<file path="src/rtl/pass_sched_pkg.sv">
// Shared types and constants for the layer pass scheduler.
//   state_t         : scheduler FSM states
//   FLAG_*          : bit positions inside pass_flags
//   LT_*            : layer_type encodings (passed through, never decoded here)
package pass_sched_pkg;

    typedef enum logic [2:0] {
        ST_IDLE    = 3'd0,
        ST_ISSUE   = 3'd1,
        ST_WAIT    = 3'd2,
        ST_ADVANCE = 3'd3,
        ST_DONE    = 3'd4
    } state_t;

    localparam int unsigned FLAG_WEIGHT = 0;
    localparam int unsigned FLAG_IFMAP  = 1;
    localparam int unsigned FLAG_BIAS   = 2;
    localparam int unsigned FLAG_FINAL  = 3;

    localparam logic [1:0] LT_POINTWISE = 2'd0;
    localparam logic [1:0] LT_DEPTHWISE = 2'd1;
    localparam logic [1:0] LT_STANDARD  = 2'd2;

endpackage

</file>
<file path="src/rtl/pass_addr_gen.sv">
// Four GLB address accumulators driven by running adders.
//   load   : take the layer bases and capture strides plus ifmap base
//   step_d : next D-tile  (ifmap and weight advance)
//   step_k : next K-tile  (ifmap rewinds, weight/bias/opsum advance)
//   *_addr : registered current pass addresses (modulo 2^ADDR_WIDTH)
module pass_addr_gen #(
    parameter int unsigned ADDR_WIDTH = 32
) (
    input  logic                  clk,
    input  logic                  rst,
    input  logic                  load,
    input  logic                  step_d,
    input  logic                  step_k,
    input  logic [ADDR_WIDTH-1:0] ifmap_base,
    input  logic [ADDR_WIDTH-1:0] weight_base,
    input  logic [ADDR_WIDTH-1:0] bias_base,
    input  logic [ADDR_WIDTH-1:0] opsum_base,
    input  logic [ADDR_WIDTH-1:0] ifmap_stride,
    input  logic [ADDR_WIDTH-1:0] weight_stride,
    input  logic [ADDR_WIDTH-1:0] bias_stride,
    input  logic [ADDR_WIDTH-1:0] opsum_stride,
    output logic [ADDR_WIDTH-1:0] ifmap_addr,
    output logic [ADDR_WIDTH-1:0] weight_addr,
    output logic [ADDR_WIDTH-1:0] bias_addr,
    output logic [ADDR_WIDTH-1:0] opsum_addr
);

    logic [ADDR_WIDTH-1:0] ifmap_base_q;
    logic [ADDR_WIDTH-1:0] ifmap_stride_q;
    logic [ADDR_WIDTH-1:0] weight_stride_q;
    logic [ADDR_WIDTH-1:0] bias_stride_q;
    logic [ADDR_WIDTH-1:0] opsum_stride_q;

    // Accumulators; weight keeps running across K-tiles, ifmap rewinds per K-tile.
    always_ff @(posedge clk or negedge rst) begin
        if (!rst) begin
            ifmap_base_q    <= '0;
            ifmap_stride_q  <= '0;
            weight_stride_q <= '0;
            bias_stride_q   <= '0;
            opsum_stride_q  <= '0;
            ifmap_addr      <= '0;
            weight_addr     <= '0;
            bias_addr       <= '0;
            opsum_addr      <= '0;
        end else if (load) begin
            ifmap_base_q    <= ifmap_base;
            ifmap_stride_q  <= ifmap_stride;
            weight_stride_q <= weight_stride;
            bias_stride_q   <= bias_stride;
            opsum_stride_q  <= opsum_stride;
            ifmap_addr      <= ifmap_base;
            weight_addr     <= weight_base;
            bias_addr       <= bias_base;
            opsum_addr      <= opsum_base;
        end else if (step_d) begin
            ifmap_addr  <= ifmap_addr + ifmap_stride_q;
            weight_addr <= weight_addr + weight_stride_q;
        end else if (step_k) begin
            ifmap_addr  <= ifmap_base_q;
            weight_addr <= weight_addr + weight_stride_q;
            bias_addr   <= bias_addr + bias_stride_q;
            opsum_addr  <= opsum_addr + opsum_stride_q;
        end
    end

endmodule

</file>
<file path="src/rtl/pass_scheduler.sv">
// Layer-level sequencer: issues one pass per (K-tile, D-tile), K outer, D inner.
//   layer_start/abort, descriptor inputs : layer request from config registers
//   PASS_START, pass_*, BASE_*           : pass request to token_engine
//   pass_done                            : pass completion from token_engine
//   layer_busy, layer_done, cur_*_idx    : status
// All outputs are registered.
module pass_scheduler
    import pass_sched_pkg::*;
#(
    parameter int unsigned ADDR_WIDTH     = 32,
    parameter int unsigned BYTE_CNT_WIDTH = 16,
    parameter int unsigned FLAG_WIDTH     = 4,
    parameter int unsigned CNT_WIDTH      = 8
) (
    input  logic                      clk,
    input  logic                      rst,
    input  logic                      layer_start,
    input  logic                      layer_abort,
    input  logic [1:0]                layer_type,
    input  logic [CNT_WIDTH-1:0]      num_k_tiles,
    input  logic [CNT_WIDTH-1:0]      num_d_tiles,
    input  logic [BYTE_CNT_WIDTH-1:0] tile_n,
    input  logic [ADDR_WIDTH-1:0]     ifmap_base,
    input  logic [ADDR_WIDTH-1:0]     weight_base,
    input  logic [ADDR_WIDTH-1:0]     bias_base,
    input  logic [ADDR_WIDTH-1:0]     opsum_base,
    input  logic [ADDR_WIDTH-1:0]     ifmap_stride,
    input  logic [ADDR_WIDTH-1:0]     weight_stride,
    input  logic [ADDR_WIDTH-1:0]     bias_stride,
    input  logic [ADDR_WIDTH-1:0]     opsum_stride,
    output logic                      PASS_START,
    output logic [1:0]                pass_layer_type,
    output logic [BYTE_CNT_WIDTH-1:0] pass_tile_n,
    output logic [FLAG_WIDTH-1:0]     pass_flags,
    output logic [ADDR_WIDTH-1:0]     BASE_IFMAP,
    output logic [ADDR_WIDTH-1:0]     BASE_WEIGHT,
    output logic [ADDR_WIDTH-1:0]     BASE_BIAS,
    output logic [ADDR_WIDTH-1:0]     BASE_OPSUM,
    input  logic                      pass_done,
    output logic                      layer_busy,
    output logic                      layer_done,
    output logic [CNT_WIDTH-1:0]      cur_k_idx,
    output logic [CNT_WIDTH-1:0]      cur_d_idx
);

    state_t                    state_q;
    state_t                    state_d;
    logic [CNT_WIDTH-1:0]      k_q;
    logic [CNT_WIDTH-1:0]      d_q;
    logic [CNT_WIDTH-1:0]      k_d;
    logic [CNT_WIDTH-1:0]      d_d;
    logic [CNT_WIDTH-1:0]      nk_q;
    logic [CNT_WIDTH-1:0]      nd_q;
    logic [CNT_WIDTH-1:0]      nd_cur;
    logic [1:0]                layer_type_q;
    logic [BYTE_CNT_WIDTH-1:0] tile_n_q;
    logic [FLAG_WIDTH-1:0]     flags_q;
    logic [FLAG_WIDTH-1:0]     flags_d;
    logic                      pass_start_q;
    logic                      layer_done_q;
    logic                      busy_q;
    logic                      capture;
    logic                      addr_load;
    logic                      addr_step_d;
    logic                      addr_step_k;
    logic                      d_last;
    logic                      k_last;

    // Address accumulators
    pass_addr_gen #(
        .ADDR_WIDTH(ADDR_WIDTH)
    ) u_addr_gen (
        .clk           (clk),
        .rst           (rst),
        .load          (addr_load),
        .step_d        (addr_step_d),
        .step_k        (addr_step_k),
        .ifmap_base    (ifmap_base),
        .weight_base   (weight_base),
        .bias_base     (bias_base),
        .opsum_base    (opsum_base),
        .ifmap_stride  (ifmap_stride),
        .weight_stride (weight_stride),
        .bias_stride   (bias_stride),
        .opsum_stride  (opsum_stride),
        .ifmap_addr    (BASE_IFMAP),
        .weight_addr   (BASE_WEIGHT),
        .bias_addr     (BASE_BIAS),
        .opsum_addr    (BASE_OPSUM)
    );

    // Next-state, counter and flag logic
    always_comb begin
        state_d     = state_q;
        k_d         = k_q;
        d_d         = d_q;
        capture     = 1'b0;
        addr_load   = 1'b0;
        addr_step_d = 1'b0;
        addr_step_k = 1'b0;
        flags_d     = '0;
        d_last      = (d_q == nd_q - CNT_WIDTH'(1));
        k_last      = (k_q == nk_q - CNT_WIDTH'(1));
        // Descriptor is not captured yet on the start edge, so read it live there.
        nd_cur      = (state_q == ST_IDLE) ? num_d_tiles : nd_q;

        unique case (state_q)
            ST_IDLE: begin
                if (layer_start) begin
                    capture   = 1'b1;
                    addr_load = 1'b1;
                    k_d       = '0;
                    d_d       = '0;
                    if ((num_k_tiles == '0) || (num_d_tiles == '0)) begin
                        state_d = ST_DONE;
                    end else begin
                        state_d = ST_ISSUE;
                    end
                end
            end
            ST_ISSUE: begin
                state_d = ST_WAIT;
            end
            ST_WAIT: begin
                if (pass_done) begin
                    state_d = ST_ADVANCE;
                end
            end
            ST_ADVANCE: begin
                if (!d_last) begin
                    d_d         = d_q + CNT_WIDTH'(1);
                    addr_step_d = 1'b1;
                    state_d     = ST_ISSUE;
                end else if (!k_last) begin
                    d_d         = '0;
                    k_d         = k_q + CNT_WIDTH'(1);
                    addr_step_k = 1'b1;
                    state_d     = ST_ISSUE;
                end else begin
                    state_d = ST_DONE;
                end
            end
            ST_DONE: begin
                state_d = ST_IDLE;
            end
            default: begin
                state_d = ST_IDLE;
            end
        endcase

        // Abort wins over everything, including a same-cycle pass_done.
        if (layer_abort && (state_q != ST_IDLE)) begin
            state_d     = ST_IDLE;
            k_d         = k_q;
            d_d         = d_q;
            addr_step_d = 1'b0;
            addr_step_k = 1'b0;
        end

        flags_d[FLAG_WEIGHT] = 1'b1;
        flags_d[FLAG_IFMAP]  = 1'b1;
        flags_d[FLAG_BIAS]   = (d_d == '0);
        flags_d[FLAG_FINAL]  = (d_d == nd_cur - CNT_WIDTH'(1));
    end

    // State and registered outputs; pulses are registered from the next state.
    always_ff @(posedge clk or negedge rst) begin
        if (!rst) begin
            state_q      <= ST_IDLE;
            k_q          <= '0;
            d_q          <= '0;
            nk_q         <= '0;
            nd_q         <= '0;
            layer_type_q <= '0;
            tile_n_q     <= '0;
            flags_q      <= '0;
            pass_start_q <= 1'b0;
            layer_done_q <= 1'b0;
            busy_q       <= 1'b0;
        end else begin
            state_q <= state_d;
            k_q     <= k_d;
            d_q     <= d_d;
            if (capture) begin
                nk_q         <= num_k_tiles;
                nd_q         <= num_d_tiles;
                layer_type_q <= layer_type;
                tile_n_q     <= tile_n;
            end
            if (state_d == ST_ISSUE) begin
                flags_q <= flags_d;
            end
            pass_start_q <= (state_d == ST_ISSUE);
            layer_done_q <= (state_d == ST_DONE);
            busy_q       <= (state_d != ST_IDLE);
        end
    end

    assign PASS_START      = pass_start_q;
    assign layer_done      = layer_done_q;
    assign layer_busy      = busy_q;
    assign pass_flags      = flags_q;
    assign pass_layer_type = layer_type_q;
    assign pass_tile_n     = tile_n_q;
    assign cur_k_idx       = k_q;
    assign cur_d_idx       = d_q;

endmodule

</file>
<file path="config.mk">
export PLATFORM = sky130hd
export DESIGN_NAME = pass_scheduler
export DESIGN_NICKNAME = d
export VERILOG_FILES = /design/src/rtl/pass_sched_pkg.sv /design/src/rtl/pass_addr_gen.sv /design/src/rtl/pass_scheduler.sv
export SDC_FILE = /design/constraint.sdc
export NUM_CORES = 1
export LEC_CHECK = 0
export CAP_MARGIN = 0
export CORE_ASPECT_RATIO = 1.75
export CORE_MARGIN = 2
export CORE_UTILIZATION = 48
export CTS_BUF_LIST = sky130_fd_sc_hd__clkbuf_4
export CTS_CLUSTER_SIZE = 24
export DETAILED_ROUTE_END_ITERATION = 10
export GPL_TIMING_DRIVEN = 0
export PLACE_DENSITY = 0.85
export SYNTH_ARGS = -nofsm -noshare
export SYNTH_HDL_FRONTEND = slang
export SYNTH_SLANG_ARGS = --single-unit
</file>
<file path="constraint.sdc">
create_clock -name clk -period 3.9 [get_ports clk]
set_input_delay 0.585 -clock clk [delete_from_list [all_inputs] [get_ports clk]]
set_output_delay 0.585 -clock clk [all_outputs]
set_load 0.1 [all_outputs]
</file>
==> results of run 1 <==
==> state kept, by name (all words and copies together), names as in the netlist, 32 cells and up <==
| register | cells |
|---|---|
| u_addr_gen.weight_addr | 32 |
| u_addr_gen.opsum_stride_q | 32 |
| u_addr_gen.opsum_addr | 32 |
| u_addr_gen.ifmap_stride_q | 32 |
| u_addr_gen.bias_addr | 32 |
| u_addr_gen.bias_stride_q | 32 |
| u_addr_gen.weight_stride_q | 32 |
| u_addr_gen.ifmap_addr | 32 |
| u_addr_gen.ifmap_base_q | 32 |
==> how the worst max path moves through the flow <==
| stage | slack (ns) | to | cells past startpoint |
|---|---|---|---|
| 4_1_cts | -0.04 | pass_flags[3]$_DFFE_PN0P_ | 15 |
| 3_5_place_dp | -0.78 | pass_flags[3]$_DFFE_PN0P_ | 13 |
| 6_report | 0.04 | pass_flags[3]$_DFFE_PN0P_ | 13 |
| 2_1_floorplan | 0.008 | pass_flags[3]$_DFFE_PN0P_ | 15 |
| 5_1_grt | -0.12 | pass_flags[3]$_DFFE_PN0P_ | 15 |
| 3_3_place_gp | -12.89 | u_addr_gen.bias_stride_q[8]$_DFFE_PN0P_ | 1 |
==> timing repair <==
item / CTS / global route
pin swaps: 1 / 5
hold buffers: 1 / 0
resized for setup: 26 / 43
setup buffers: 4 / 8
endpoints found under the hold margin: 85 / 0
endpoints found under the setup margin: 246 / 108
==> logic make-up (layout without fill, tap and decap cells) <==
family | count (synthesis) | after routing | share of synthesized area, %
AND/OR/NAND/NOR | 1174 | 1174 | 23.3
AO/OA/AOI/OAI | 660 | 660 | 19.5
multiplexers | 19 | 19 | 0.905
XOR/XNOR | 115 | 115 | 4.70
other | 0 | 11 | 0
buffers and inverters | 177 | 806 | 3.18
flip-flops | 347 | 347 | 40.5
adder cells (fa/ha/maj) | 133 | 133 | 7.91
==> worst register-to-register path, delay by kind of cell, from the launching register on <==
kind / cells / cell delay [ns]
simple gates: 4 / 1.39
fa+ha+maj: 1 / 0.19
compound gates: 6 / 1.52
flops: 1 / 0.43
buf+inv: 2 / 0.23
==> layout make-up <==
type	instances	area (sq um)	area share [%]
repair buffers	479	4820	17.1
well taps	572	716	2.54
flip-flops and latches	347	8690	30.8
diodes	11	27.5	0.0975
multi-input cells	2101	12100	43.0
plain buffers	122	524	1.86
inverters	52	195	0.691
clock inverters	27	175	0.621
clock buffers	126	946	3.35
==> per-stage QoR <==
step | hold slack [ns] | cell area, sq um
final | 0.274 | 28200
after global routing | 0.264 | 28200
after CTS | 0.208 | 28100
after detailed placement | 0.461 | 26900
after global placement | 0.457 | 26800
after floorplan | 0.289 | 21400
==> layer usage <==
metal	vias up	global-route usage, %
met5	-	0
met4	10	32.7
met3	487	8.56
met2	1234	65.1
met1	10800	36.4
li1	10300	-
==> synthesized netlist by cell type (all sizes together), types with 6 or more instances <==
cell type / instances
nand2: 781
dfrtp: 347
a21oi: 199
o21ai: 166
nor2: 162
ha: 129
clkbuf: 104
xnor2: 67
a21o: 60
inv: 52
xor2: 48
a31oi: 47
nor3: 36
nand3: 33
and3: 29
a211oi: 27
nand2b: 22
buf: 21
nor2b: 20
a22oi: 17
nand4: 17
a221oi: 16
mux2i: 16
o21bai: 14
and2: 13
o211ai: 12
or3: 12
nor3b: 10
o21a: 10
o31ai: 10
a21boi: 8
nor4: 8
or2: 8
a311oi: 6
a41oi: 6
o31a: 6
or4: 6
==> results_dict.tcl, run 1 <==
set metrics [dict create \
    status "finished clean" \
    start_util_pct 48.5 \
    clock_latency_ns 0.84 \
    fp-row-count 102 \
    finalCritPeriodShare_pct 99.0 \
    slew_headroom_pct 21.6 \
    fillers 3923 \
    r2r-end "pass_flags[3]$_DFFE_PN0P_" \
    core_area_sq_um 44200 \
    dp_hpwl_mm 68.2 \
    startpoint "nk_q[0]$_DFFE_PN0P_" \
    die_x_microns 164 \
    cts-buffers-inserted 89 \
    path_max_fanout 7 \
    postSynthCellCount 2625 \
    finalHoldViolCount 0 \
    grt_pass1_vias 23400 \
    wirelength_mm 88.3 \
    h-tree-depth 3 \
    crit_chain "inv_1 > ha_1 > or4b_1 > o21ai_0 > o311ai_1 > a211oi_4 > nand4_4 > and2_4 > buf_6 > a311oi_2 > o2111ai_1 > or4_4 > o41ai_2" \
    reg2reg_depth 13 \
    dieArea_sq_um 46400 \
    layoutNonFillerInstCount 3837 \
    syn2layout_area_growth_pct 31.8 \
    clock_path_buffers 3 \
    setup-tns-final_ns 0 \
    final_cell_mix "nand2_1, clkdlybuf4s50_1, dfrtp_1, a21oi_1" \
    port_buffers 463 \
    firstDrtPassIters 5 \
    synth_area_sq_um 21400 \
    grt_pass1_wl_mm 131 \
    synth.top_cell.area_share_pct 40.5 \
    setup_viol 0 \
    top_layer_used "met5" \
    ys_top_cells_by_area "dfrtp_1, nand2_1, ha_1" \
    synth_seq_cells 347 \
    grt_overflow_total 0 \
    yosys_warnings 0 \
    synth-main-ff-cell "dfrtp_1" \
    finalWeightedCongestion 1.00 \
    drc 0 \
    yosysTopAreaCell "dfrtp_1" \
    reg2reg_from "nk_q[0]$_DFFE_PN0P_" \
    worst_slack_ns 0.0390 \
    cts_root_buffer "clkbuf_4" \
    drive_gt1_share_pct 7.10 \
    path_buf_inv 2 \
    hold_path_depth 3 \
    maxCapViolCount 0 \
    layout_min_cycle_time_ns 3.86 \
    holdCritStartpoint "opsum_stride[7]" \
    route.vias.total 22800 \
    drt_iter0_drc 1774 \
    async_reset_ff_share_pct 100 \
    cp_top_family "compound AO/OA/AOI/OAI gates" \
    fin_util_pct 63.9 \
    rsz0062_at_grt "true" \
    wl_met1_mm 28.4 \
    nets 3620 \
    synthesis.nets 3053 \
    detail_route.wl_per_cell_microns 23.0 \
    ant_nets 0 \
    cp-start-kind "flip-flop" \
    antenna_found_initial 14 \
    crit_required_ns 4.59 \
    synth_edf_count 0 \
    die_h_microns 283 \
    route.met2.wl_mm 44.2 \
    clk_pin_slew_worst_paths_ns 0.08 \
    critPathSlowestCell "or4b_1" \
    cts_sinks 347 \
    synth_cell_types 84 \
    dr_wl_met3_mm 6.90 \
    via_per_inst 5.95 \
    yosysSeqAreaShare_pct 40.5 \
    reg2reg_slack_ns 0.04 \
    ioPinCount 464 \
    slew_violations 0 \
    place_ws_ns -0.784 \
    worst_pin_slew_ns 1.18 \
    fmax_ghz 0.259 \
    cp-end-kind "flip-flop" \
    worst_ep_arrival_time_ns 4.55 \
    fin_skew_ns 0.0875 \
    hold_class "in -> reg" \
    layout_commonest_cell "nand2_1" \
    syn_avg_cell_area_sq_um 8.16 \
    grtUsageTotal_pct 37.4 \
    grt_start_max_net_pins 115 \
    place_inst 3663 \
    min_to "u_addr_gen.opsum_stride_q[7]$_DFFE_PN0P_" \
    path_class "reg -> reg" \
    slowest_delay_ns 0.47 \
    cts_tree "built" \
]
Power of run 1 is left out: the tool's default activity adds up to more than one toggle a clock period on the data nets, which glitch-free logic cannot reach.
==> run 2: changes to the inputs <==
CTS_CLUSTER_SIZE = 16   (was 24)
==> results of run 2 <==
The final DEF is identical to that of run 1; final timing and power are the same.
Power of run 2 is left out for the same reason.
